[src/rtl/alu_phase_sched.sv]
// ============================================================================
// Module : alu_phase_sched
// Brief  : Sequences one operation at a time through the adiabatic ALU slice,
//          generating the four-phase power clocks and a valid/ready result.
// Rev    : 1.0  initial release
// ============================================================================
`default_nettype none

module alu_phase_sched #(
    parameter int WIDTH       = 16,
    parameter int PHASE_TICKS = 4,
    parameter int STAGES      = 2
) (
    input  logic             clk,
    input  logic             rst,
    input  logic             in_valid,
    output logic             in_ready,
    input  logic [1:0]       in_op,
    input  logic [WIDTH-1:0] in_a,
    input  logic [WIDTH-1:0] in_b,
    output logic             out_valid,
    input  logic             out_ready,
    output logic [WIDTH-1:0] out_res,
    output logic [WIDTH-1:0] dp_a,
    output logic [WIDTH-1:0] dp_b,
    output logic [3:0]       dp_sel,
    input  logic [WIDTH-1:0] dp_res,
    output logic             clkpos1,
    output logic             clkpos2,
    output logic             clkneg1,
    output logic             clkneg2,
    output logic             busy,
    output logic [15:0]      op_count
);

    // Counter widths are clamped to one bit so the minimal configuration stays legal.
    localparam int c_TICK_W   = (PHASE_TICKS > 1) ? $clog2(PHASE_TICKS) : 1;
    localparam int c_PERIOD_W = (STAGES > 1) ? $clog2(STAGES) : 1;

    localparam logic [c_TICK_W-1:0]   c_TICK_LAST   = c_TICK_W'(PHASE_TICKS - 1);
    localparam logic [c_PERIOD_W-1:0] c_PERIOD_LAST = c_PERIOD_W'(STAGES - 1);

    localparam logic [1:0] c_IDLE = 2'd0;
    localparam logic [1:0] c_EVAL = 2'd1;
    localparam logic [1:0] c_DONE = 2'd2;

    logic [1:0]            r_state;
    logic [c_TICK_W-1:0]   r_tick;
    logic [1:0]            r_q;
    logic [c_PERIOD_W-1:0] r_period;
    logic                  r_clkpos1;
    logic                  r_clkpos2;
    logic [WIDTH-1:0]      r_dp_a;
    logic [WIDTH-1:0]      r_dp_b;
    logic [3:0]            r_dp_sel;
    logic [WIDTH-1:0]      r_out_res;
    logic                  r_out_valid;
    logic [15:0]           r_op_count;

    logic [1:0]            w_state_nxt;
    logic [c_TICK_W-1:0]   w_tick_nxt;
    logic [1:0]            w_q_nxt;
    logic [c_PERIOD_W-1:0] w_period_nxt;
    logic                  w_in_ready;
    logic                  w_accept;
    logic                  w_last;
    logic                  w_capture;
    logic                  w_release;
    logic                  w_clkpos1_nxt;
    logic                  w_clkpos2_nxt;
    logic [3:0]            w_sel_onehot;

    // ------------------------------------------------------------------------
    // State register
    // ------------------------------------------------------------------------
    always_ff @(posedge clk or posedge rst) begin
        if (rst) begin
            r_state   <= c_IDLE;
            r_tick    <= '0;
            r_q       <= 2'd0;
            r_period  <= '0;
            r_clkpos1 <= 1'b0;
            r_clkpos2 <= 1'b0;
        end else begin
            r_state   <= w_state_nxt;
            r_tick    <= w_tick_nxt;
            r_q       <= w_q_nxt;
            r_period  <= w_period_nxt;
            r_clkpos1 <= w_clkpos1_nxt;
            r_clkpos2 <= w_clkpos2_nxt;
        end
    end

    // ------------------------------------------------------------------------
    // Next-state logic
    // ------------------------------------------------------------------------
    assign w_last = (r_tick == c_TICK_LAST) && (r_q == 2'd3) && (r_period == c_PERIOD_LAST);

    always_comb begin
        w_state_nxt  = r_state;
        w_tick_nxt   = r_tick;
        w_q_nxt      = r_q;
        w_period_nxt = r_period;
        case (r_state)
            c_IDLE: begin
                if (w_accept) begin
                    w_state_nxt  = c_EVAL;
                    w_tick_nxt   = '0;
                    w_q_nxt      = 2'd0;
                    w_period_nxt = '0;
                end
            end
            c_EVAL: begin
                if (w_last) begin
                    w_state_nxt  = c_DONE;
                    w_tick_nxt   = '0;
                    w_q_nxt      = 2'd0;
                    w_period_nxt = '0;
                end else if (r_tick == c_TICK_LAST) begin
                    w_tick_nxt = '0;
                    w_q_nxt    = r_q + 2'd1;
                    if (r_q == 2'd3) begin
                        w_period_nxt = r_period + c_PERIOD_W'(1);
                    end
                end else begin
                    w_tick_nxt = r_tick + c_TICK_W'(1);
                end
            end
            c_DONE: begin
                if (w_accept) begin
                    w_state_nxt  = c_EVAL;
                    w_tick_nxt   = '0;
                    w_q_nxt      = 2'd0;
                    w_period_nxt = '0;
                end else if (out_ready) begin
                    w_state_nxt = c_IDLE;
                end
            end
            default: begin
                w_state_nxt  = c_IDLE;
                w_tick_nxt   = '0;
                w_q_nxt      = 2'd0;
                w_period_nxt = '0;
            end
        endcase
    end

    // ------------------------------------------------------------------------
    // Output logic
    // ------------------------------------------------------------------------
    always_comb begin
        w_in_ready   = (r_state == c_IDLE) || ((r_state == c_DONE) && out_ready);
        w_accept     = in_valid && w_in_ready;
        w_capture    = (r_state == c_EVAL) && w_last;
        w_release    = (r_state == c_DONE) && out_ready;
        w_sel_onehot = 4'b0001 << in_op;
        // Phases follow the quarter the slice will be in after this edge.
        w_clkpos1_nxt = (w_state_nxt == c_EVAL) && ((w_q_nxt == 2'd0) || (w_q_nxt == 2'd1));
        w_clkpos2_nxt = (w_state_nxt == c_EVAL) && ((w_q_nxt == 2'd1) || (w_q_nxt == 2'd2));
    end

    // ------------------------------------------------------------------------
    // Operand, select and result registers
    // ------------------------------------------------------------------------
    always_ff @(posedge clk or posedge rst) begin
        if (rst) begin
            r_dp_a      <= '0;
            r_dp_b      <= '0;
            r_dp_sel    <= 4'b0000;
            r_out_res   <= '0;
            r_out_valid <= 1'b0;
            r_op_count  <= 16'd0;
        end else begin
            if (w_accept) begin
                r_dp_a   <= in_a;
                r_dp_b   <= in_b;
                r_dp_sel <= w_sel_onehot;
            end else if (w_capture) begin
                r_dp_sel <= 4'b0000;
            end

            if (w_capture) begin
                r_out_res   <= dp_res;
                r_out_valid <= 1'b1;
                if (r_op_count != 16'hFFFF) begin
                    r_op_count <= r_op_count + 16'd1;
                end
            end else if (w_release) begin
                r_out_valid <= 1'b0;
            end
        end
    end

    assign in_ready  = w_in_ready;
    assign out_valid = r_out_valid;
    assign out_res   = r_out_res;
    assign dp_a      = r_dp_a;
    assign dp_b      = r_dp_b;
    assign dp_sel    = r_dp_sel;
    assign clkpos1   = r_clkpos1;
    assign clkpos2   = r_clkpos2;
    assign clkneg1   = ~r_clkpos1;
    assign clkneg2   = ~r_clkpos2;
    assign busy      = (r_state == c_EVAL);
    assign op_count  = r_op_count;

endmodule

`default_nettype wire

[config.mk]
export PLATFORM = sky130hd
export DESIGN_NAME = alu_phase_sched
export DESIGN_NICKNAME = d
export VERILOG_FILES = /design/src/rtl/alu_phase_sched.sv
export SDC_FILE = /design/constraint.sdc
export NUM_CORES = 1
export LEC_CHECK = 0
export ABC_CLOCK_PERIOD_IN_PS = 5800
export CAP_MARGIN = 20
export CORE_MARGIN = 1.5
export CORE_UTILIZATION = 47
export DETAILED_ROUTE_END_ITERATION = 8
export GPL_TIMING_DRIVEN = 0
export PLACE_DENSITY = 0.86
export SLEW_MARGIN = 30
export SYNTH_ARGS = -nofsm -noshare
export SYNTH_HDL_FRONTEND = slang
export SYNTH_SLANG_ARGS = --single-unit
export TNS_END_PERCENT = 10
[constraint.sdc]
create_clock -name clk -period 5.8 [get_ports clk]
set_input_delay 0.87 -clock clk [delete_from_list [all_inputs] [get_ports clk]]
set_output_delay 0.87 -clock clk [all_outputs]
set_load 0.01 [all_outputs]
==> results of run 1 <==
metal layers:
layer / GRT usage, % / share of wire, % / up-vias
li1: - / - / 1219
met1: 25.9 / 41 / 1233
met2: 34.6 / 48 / 104
met3: 8.76 / 9.9 / 8
met4: 8.36 / 0.99 / 0
met5: 0 / 0 / -
Yosys cell counts (3+ instances only):
cell,count,area (µm²)
nand3_1,4,20.0
nor4_1,3,18.8
nor3_1,6,30.0
xnor2_1,4,35.0
nand2b_1,4,25.0
clkbuf_1,3,11.3
nor2_1,6,22.5
buf_2,4,20.0
mux2_2,36,405
ha_1,5,62.6
inv_1,10,37.5
dfrtp_1,78,1950
a21oi_1,4,20.0
nand2_1,58,218
nand4_1,6,37.5
a32o_1,4,40.0
xor2_1,7,61.3
o21ai_0,7,35.0
area by class of cell:
| type | instances | area (µm²) | share of cell area [%] |
|---|---|---|---|
| timing repair buffer | 129 | 1300 | 26.8 |
| clock inverter | 5 | 57.6 | 1.19 |
| clock buffer | 11 | 151 | 3.12 |
| multi-input combinational | 176 | 1210 | 25.0 |
| tap | 80 | 100 | 2.06 |
| buffer | 8 | 35.0 | 0.723 |
| inverter | 10 | 40.0 | 0.826 |
| sequential | 78 | 1950 | 40.3 |
worst register-to-register path, stage by stage (launching register included):
cell	delay (ps)
dfrtp_1	380
ha_1	280
and3b_2	260
a21boi_0	390
a22oi_1	210
ha_1	290
nor2b_1	120
final timing paths:
check / end / slack, ps / depth (start not counted) / start
max reg2reg: clkpos2 / 3760 / 6 / r_tick[0]
min reg2reg: out_res[9] / 480 / 2 / out_res[9]
min in group asynchronous: dp_a[15] / 940 / 2 / rst
min: out_res[9] / 480 / 2 / out_res[9]
max in group asynchronous: r_state[1] / 4290 / 3 / rst
max: in_ready / 2800 / 4 / out_ready
stage by stage:
step / cell area [µm²] / hold WS [ps] / power, mW / util (%)
floorplan: 3240 / 461 / 1.27 / -
detailed placement: 4640 / 463 / 1.79 / 69.1
global placement: 4620 / 458 / 1.75 / 68.7
finish: 4850 / 479 / 2.19 / 72.2
CTS: 4850 / 482 / 2.22 / 72.2
global route: 4850 / 498 / 2.33 / 72.2
power breakdown:
group | switching (mW) | internal, mW
logic | 0.350 | 0.550
registers | 0.122 | 0.754
clock network | 0.195 | 0.221
total | 0.667 | 1.53
cell families after synthesis:
group	after synthesis	synth area share (%)
AND/OR/NAND/NOR	98	14.3
XOR/XNOR	11	2.98
multiplexers	37	12.8
flip-flops	78	60.3
AO/OA/AOI/OAI	25	5.34
buffers and inverters	18	2.24
adder cells (fa/ha/maj)	5	1.93
cells in the final DEF (no fill, tap or decap), types with 2 or more instances in the layout:
master / netlist / routed
o21ai_0: 7 / 7
inv_1: 10 / 9
a32o_1: 4 / 4
dfrtp_1: 78 / 78
nand2_1: 58 / 58
xor2_1: 7 / 7
nor3_1: 6 / 6
xnor2_1: 4 / 4
mux2_2: 36 / 36
nor2_1: 6 / 6
nand3_1: 4 / 4
nand4_1: 6 / 6
buf_2: 4 / 4
ha_1: 5 / 5
a21oi_1: 4 / 4
clkdlybuf4s50_1: 0 / 128
clkinvlp_4: 0 / 3
clkbuf_8: 0 / 11
nor4_1: 3 / 3
a22o_1: 2 / 2
clkbuf_1: 3 / 3
nand2b_1: 4 / 4
flip-flops by register name, indices dropped and copies added (netlist names), 2 cells and up:
name / count
r_tick: 2
out_res: 16
r_q: 2
dp_b: 16
dp_sel: 4
dp_a: 16
r_state: 2
op_count: 16
==> summary.txt, run 1 <==
Run status
  – Status: complete, no violations

Worst setup path
  – Slowest CP cell: clkdlybuf4s50_1
  – Critical path peak fanout: 3
  – Setup CP Type: in -> out
  – CP Cell Sequence: clkdlybuf4s50_1 > inv_1 > a21oi_1 > clkdlybuf4s50_1
  – Buf+Inv Stages, Crit Path: 3
  – CP top delay family: buffers and inverters
  – Worst path required time: 4930 ps
  – Most frequent CP cell: clkdlybuf4s50_1
  – Slowest stage delay, CP: 560 ps
  – Crit. End Element: primary output
  – Worst EP arrival: 2130 ps
  – Worst setup SP type: primary input

Synth
  – Number of synthesized flops with an enable pin: 0
  – Main flop type after synthesis: dfrtp_1
  – Number of library cell types mapped by synthesis: 40
  – Post-Syn Nets: 331
  – Mapped cell area: 3240 µm²
  – Syn Area/Cell: 11.9 µm²
  – Synthesis Warnings: 0
  – Asr flop ratio synth: 100%
  – Synthesized instance count: 272
  – Synthesis-stage register bit count: 78
  – Seq/Total Area, Yosys: 60.3%

Clock network
  – Clock Root Buffer: clkbuf_8
  – Cts hold-fix bufs: 0
  – CTS tree: yes
  – CTS buffer count: 9
  – Clock buffer depth: 2
  – Post-CTS Setup Inserts: 0
  – Clock Latency Late Sink: 340 ps
  – CTS H-tree depth: 3
  – CTS clk-pin slew, worst paths: 70 ps
  – Clock sinks: 78
  – CTS resizes: 0

Final layout
  – Ant diodes: 0
  – Fin cells: 497
  – Syn-to-layout area delta: 49.8%
  – Share of cells above drive strength 1: 14.9%
  – FILL cells: 440
  – Nets@finish: 471

Floorplanning
  – Die ar.: 7390 µm²
  – Width of the die: 86.0 µm
  – Num rows: 30
  – Die Y: 86.0 µm
  – # IOs: 129
  – CORE AREA: 6720 µm²
  – Initial Utilization: 48.2%

Drt
  – Post-route DRC: 0
  – Routed wire length: 7350 µm
  – Per-cell routed wire length: 14.8 µm
  – Vias per cell: 5.16
  – Final ANT Viol Nets: 0
  – Via count: 2564
  – Initial DRC Count: 123
  – Drt pass-1 iters: 5

Placed design
  – GPL Wtd Cong: 0.818
  – PortBufs: 128
  – Post-place setup slack: 2790 ps
  – # placed instances: 481
  – HPWL after DPL: 5410 µm

Timing
  – # setup viols final: 0
  – Final WS setup: 2800 ps
  – Tcrit/Tclk final: 51.8%
  – Clk_skew: 7.23 ps
  – Fin Setup TNS: 0 ps
  – Final Hold Fails: 0
  – Unrepaired setup endpoints after global routing: no
  – Worst Max-Slew Pin Slew: 649 ps
  – Crit path time final: 3000 ps
  – Final Max Tran Viols: 0
  – Slew HR: 56.4%
  – Maximum clock rate: 0.333 GHz

Global route
  – Initial antenna violation count: 0
  – Largest net degree at the start of global routing: 46
  – First-pass GRT wire length: 12400 µm
  – Vias in the first global route: 2719
  – Gr ovfl total: 0
  – All-Layer GR Usage: 21.5%

Power and ir drop
  – Maximum VDD drop: 0.338 mV
  – Power Density: 452 nW/µm²
  – Leak Pwr: 2.08 nW

Job
  – Max_cap viols: 0

Hold path
  – Worst min-delay path class: reg -> reg
Power figures use the tool's default switching activity.
==> inputs of run 2 (changes only) <==
--- a/config.mk
+++ b/config.mk
@@ -5,13 +5,13 @@
 export SDC_FILE = /design/constraint.sdc
 export NUM_CORES = 1
 export LEC_CHECK = 0
-export ABC_CLOCK_PERIOD_IN_PS = 5800
+export ABC_CLOCK_PERIOD_IN_PS = 2500
 export CAP_MARGIN = 20
 export CORE_MARGIN = 1.5
-export CORE_UTILIZATION = 47
+export CORE_UTILIZATION = 39
 export DETAILED_ROUTE_END_ITERATION = 8
 export GPL_TIMING_DRIVEN = 0
-export PLACE_DENSITY = 0.86
+export PLACE_DENSITY = 0.76
 export SLEW_MARGIN = 30
 export SYNTH_ARGS = -nofsm -noshare
 export SYNTH_HDL_FRONTEND = slang
==> constraint.sdc (replaced) <==
create_clock -name clk -period 2.5 [get_ports clk]
set_input_delay 0.375 -clock clk [delete_from_list [all_inputs] [get_ports clk]]
set_output_delay 0.375 -clock clk [all_outputs]
set_load 0.01 [all_outputs]
==> run 2 against run 1 <==
Compared with the run above: critical path depth shrank 1; sequential power grew 130%; clock skew up 1.5 ps; cell count rose by 4.8%; utilization down 12 points; worst hold slack got worse by 92 ps; first-iteration DRC count is 37% lower.
==> summary.txt, run 2 (synthesis gave the netlist of run 1 again) <==
Power and ir drop
  – Leak Pwr: 2.10 nW
  – Power Density: 1050 nW/µm²
  – Maximum VDD drop: 0.562 mV

Worst setup path
  – Crit. End Element: primary output
  – Reg2reg path depth: 6
  – Buf+Inv Stages, Crit Path: 2
  – Slowest CP cell: clkdlybuf4s50_1
  – CP Cell Sequence: nand2b_1 > inv_1 > clkdlybuf4s50_1
  – Setup CP Type: reg -> out
  – CP top delay family: buffers and inverters
  – Worst EP arrival: 1680 ps
  – Slowest stage delay, CP: 560 ps
  – Worst path required time: 2120 ps
  – Critical path peak fanout: 6
  – Worst setup SP type: flip-flop
  – Stages on worst setup path: 3

Clock network
  – CTS resizes: 0
  – CTS clk-pin slew, worst paths: 80 ps
  – CTS H-tree depth: 3
  – CTS buffer count: 9
  – Clock buffer depth: 2
  – Clock Latency Late Sink: 340 ps
  – Clock sinks: 78
  – Clock Root Buffer: clkbuf_8
  – Cts hold-fix bufs: 0
  – Post-CTS Setup Inserts: 0
  – CTS tree: yes

Floorplanning
  – Die Y: 94.1 µm
  – Die ar.: 8850 µm²
  – CORE AREA: 8130 µm²
  – Num rows: 33
  – # IOs: 129
  – Initial Utilization: 39.8%
  – Width of the die: 94.1 µm

Final layout
  – Commonest non-fill, non-tap cell in the layout: clkdlybuf4s50_1
  – Finished Core Util: 60.2%
  – Ant diodes: 0
  – FILL cells: 684
  – Nets@finish: 471
  – Share of cells above drive strength 1: 14.7%
  – Footprint of the multi-input gates: 1210 µm²
  – Fin cells: 521
  – Leading cell types in the layout, fill and taps excluded: clkdlybuf4s50_1, dfrtp_1, nand2_1, mux2_2, clkbuf_8
  – Syn-to-layout area delta: 51.4%
  – Storage cell area: 1950 µm²

Drt
  – Drt pass-1 iters: 4
  – Vias per cell: 4.88
  – Post-route DRC: 0
  – Routed wire length: 7210 µm
  – Final ANT Viol Nets: 0
  – Via count: 2541
  – Per-cell routed wire length: 13.8 µm
  – Initial DRC Count: 77

Placed design
  – Post-place setup slack: 78.9 ps
  – # placed instances: 506
  – PortBufs: 128
  – GPL Wtd Cong: 0.842
  – HPWL after DPL: 5420 µm

Global route
  – Largest net degree at the start of global routing: 51
  – All-Layer GR Usage: 17.1%
  – First-pass GRT wire length: 11800 µm
  – Initial antenna violation count: 0
  – Gr ovfl total: 0
  – Vias in the first global route: 2534

Timing
  – Tcrit/Tclk final: 82.0%
  – Fin Hold WS: 387 ps
  – Maximum clock rate: 0.488 GHz
  – Unrepaired setup endpoints after global routing: no
  – Worst Max-Slew Pin Slew: 681 ps
  – Final Max Tran Viols: 0
  – Crit path time final: 2050 ps
  – Clk_skew: 8.77 ps
  – Final Hold Fails: 0
  – Final WS setup: 450 ps
  – # setup viols final: 0
  – Slew HR: 54.2%

Job
  – Max_cap viols: 0

Hold path
  – Worst min-delay path class: in -> async

Run status
  – Status: complete, no violations
## run 2: changes by cell type in the layout (fill, tap and decap cells not counted), sizes merged
cell and change:
clkinv +1, clkinvlp -3, bufinv +1
## run 2: area by class of cell
type	instances	share of cell area, %
Buffer	8	0.715
Clock buffer	11	3.09
Clock inverter	4	1.43
Inverter	10	0.817
Multi-Input combinational cell	176	24.7
Sequential cell	78	39.8
Tap cell	105	2.68
Timing Repair Buffer	129	26.7
## run 2: stage by stage
stage	instance area [µm²]	power, mW	TNS [ps]
3_5_place_dp	4680	4.14	0
2_1_floorplan	3240	2.94	0
3_3_place_gp	4650	4.07	-89840
5_1_grt	4900	5.46	0
4_1_cts	4900	5.21	0
6_report	4900	5.13	0
## run 2: layer usage
| metal | vias to the layer above | global-route usage (%) | part of all wire, % |
|---|---|---|---|
| li1 | 1220 | - | - |
| met1 | 1230 | 21.2 | 42 |
| met2 | 81 | 27.5 | 49 |
| met3 | 10 | 5.74 | 7.4 |
| met4 | 0 | 6.34 | 1.4 |
| met5 | - | 0 | 0 |
## run 2: worst paths after layout
kind	from	end	slack [ps]
hold reg to reg	out_res[12]	out_res[12]	480
min in group clk	out_res[12]	out_res[12]	480
setup / recovery	r_state[1]	busy	450
hold / removal	rst	dp_a[9]	390
setup reg to reg	r_tick[0]	r_state[1]	490
max in group asynchronous	rst	op_count[9]	1550
## run 2: power by group
group | internal (mW) | switching (mW) | total [mW] | leakage, nW
logic | 1.28 | 0.793 | 2.07 | 1.07
registers | 1.75 | 0.272 | 2.02 | 0.917
clock network | 0.608 | 0.427 | 1.04 | 0.115
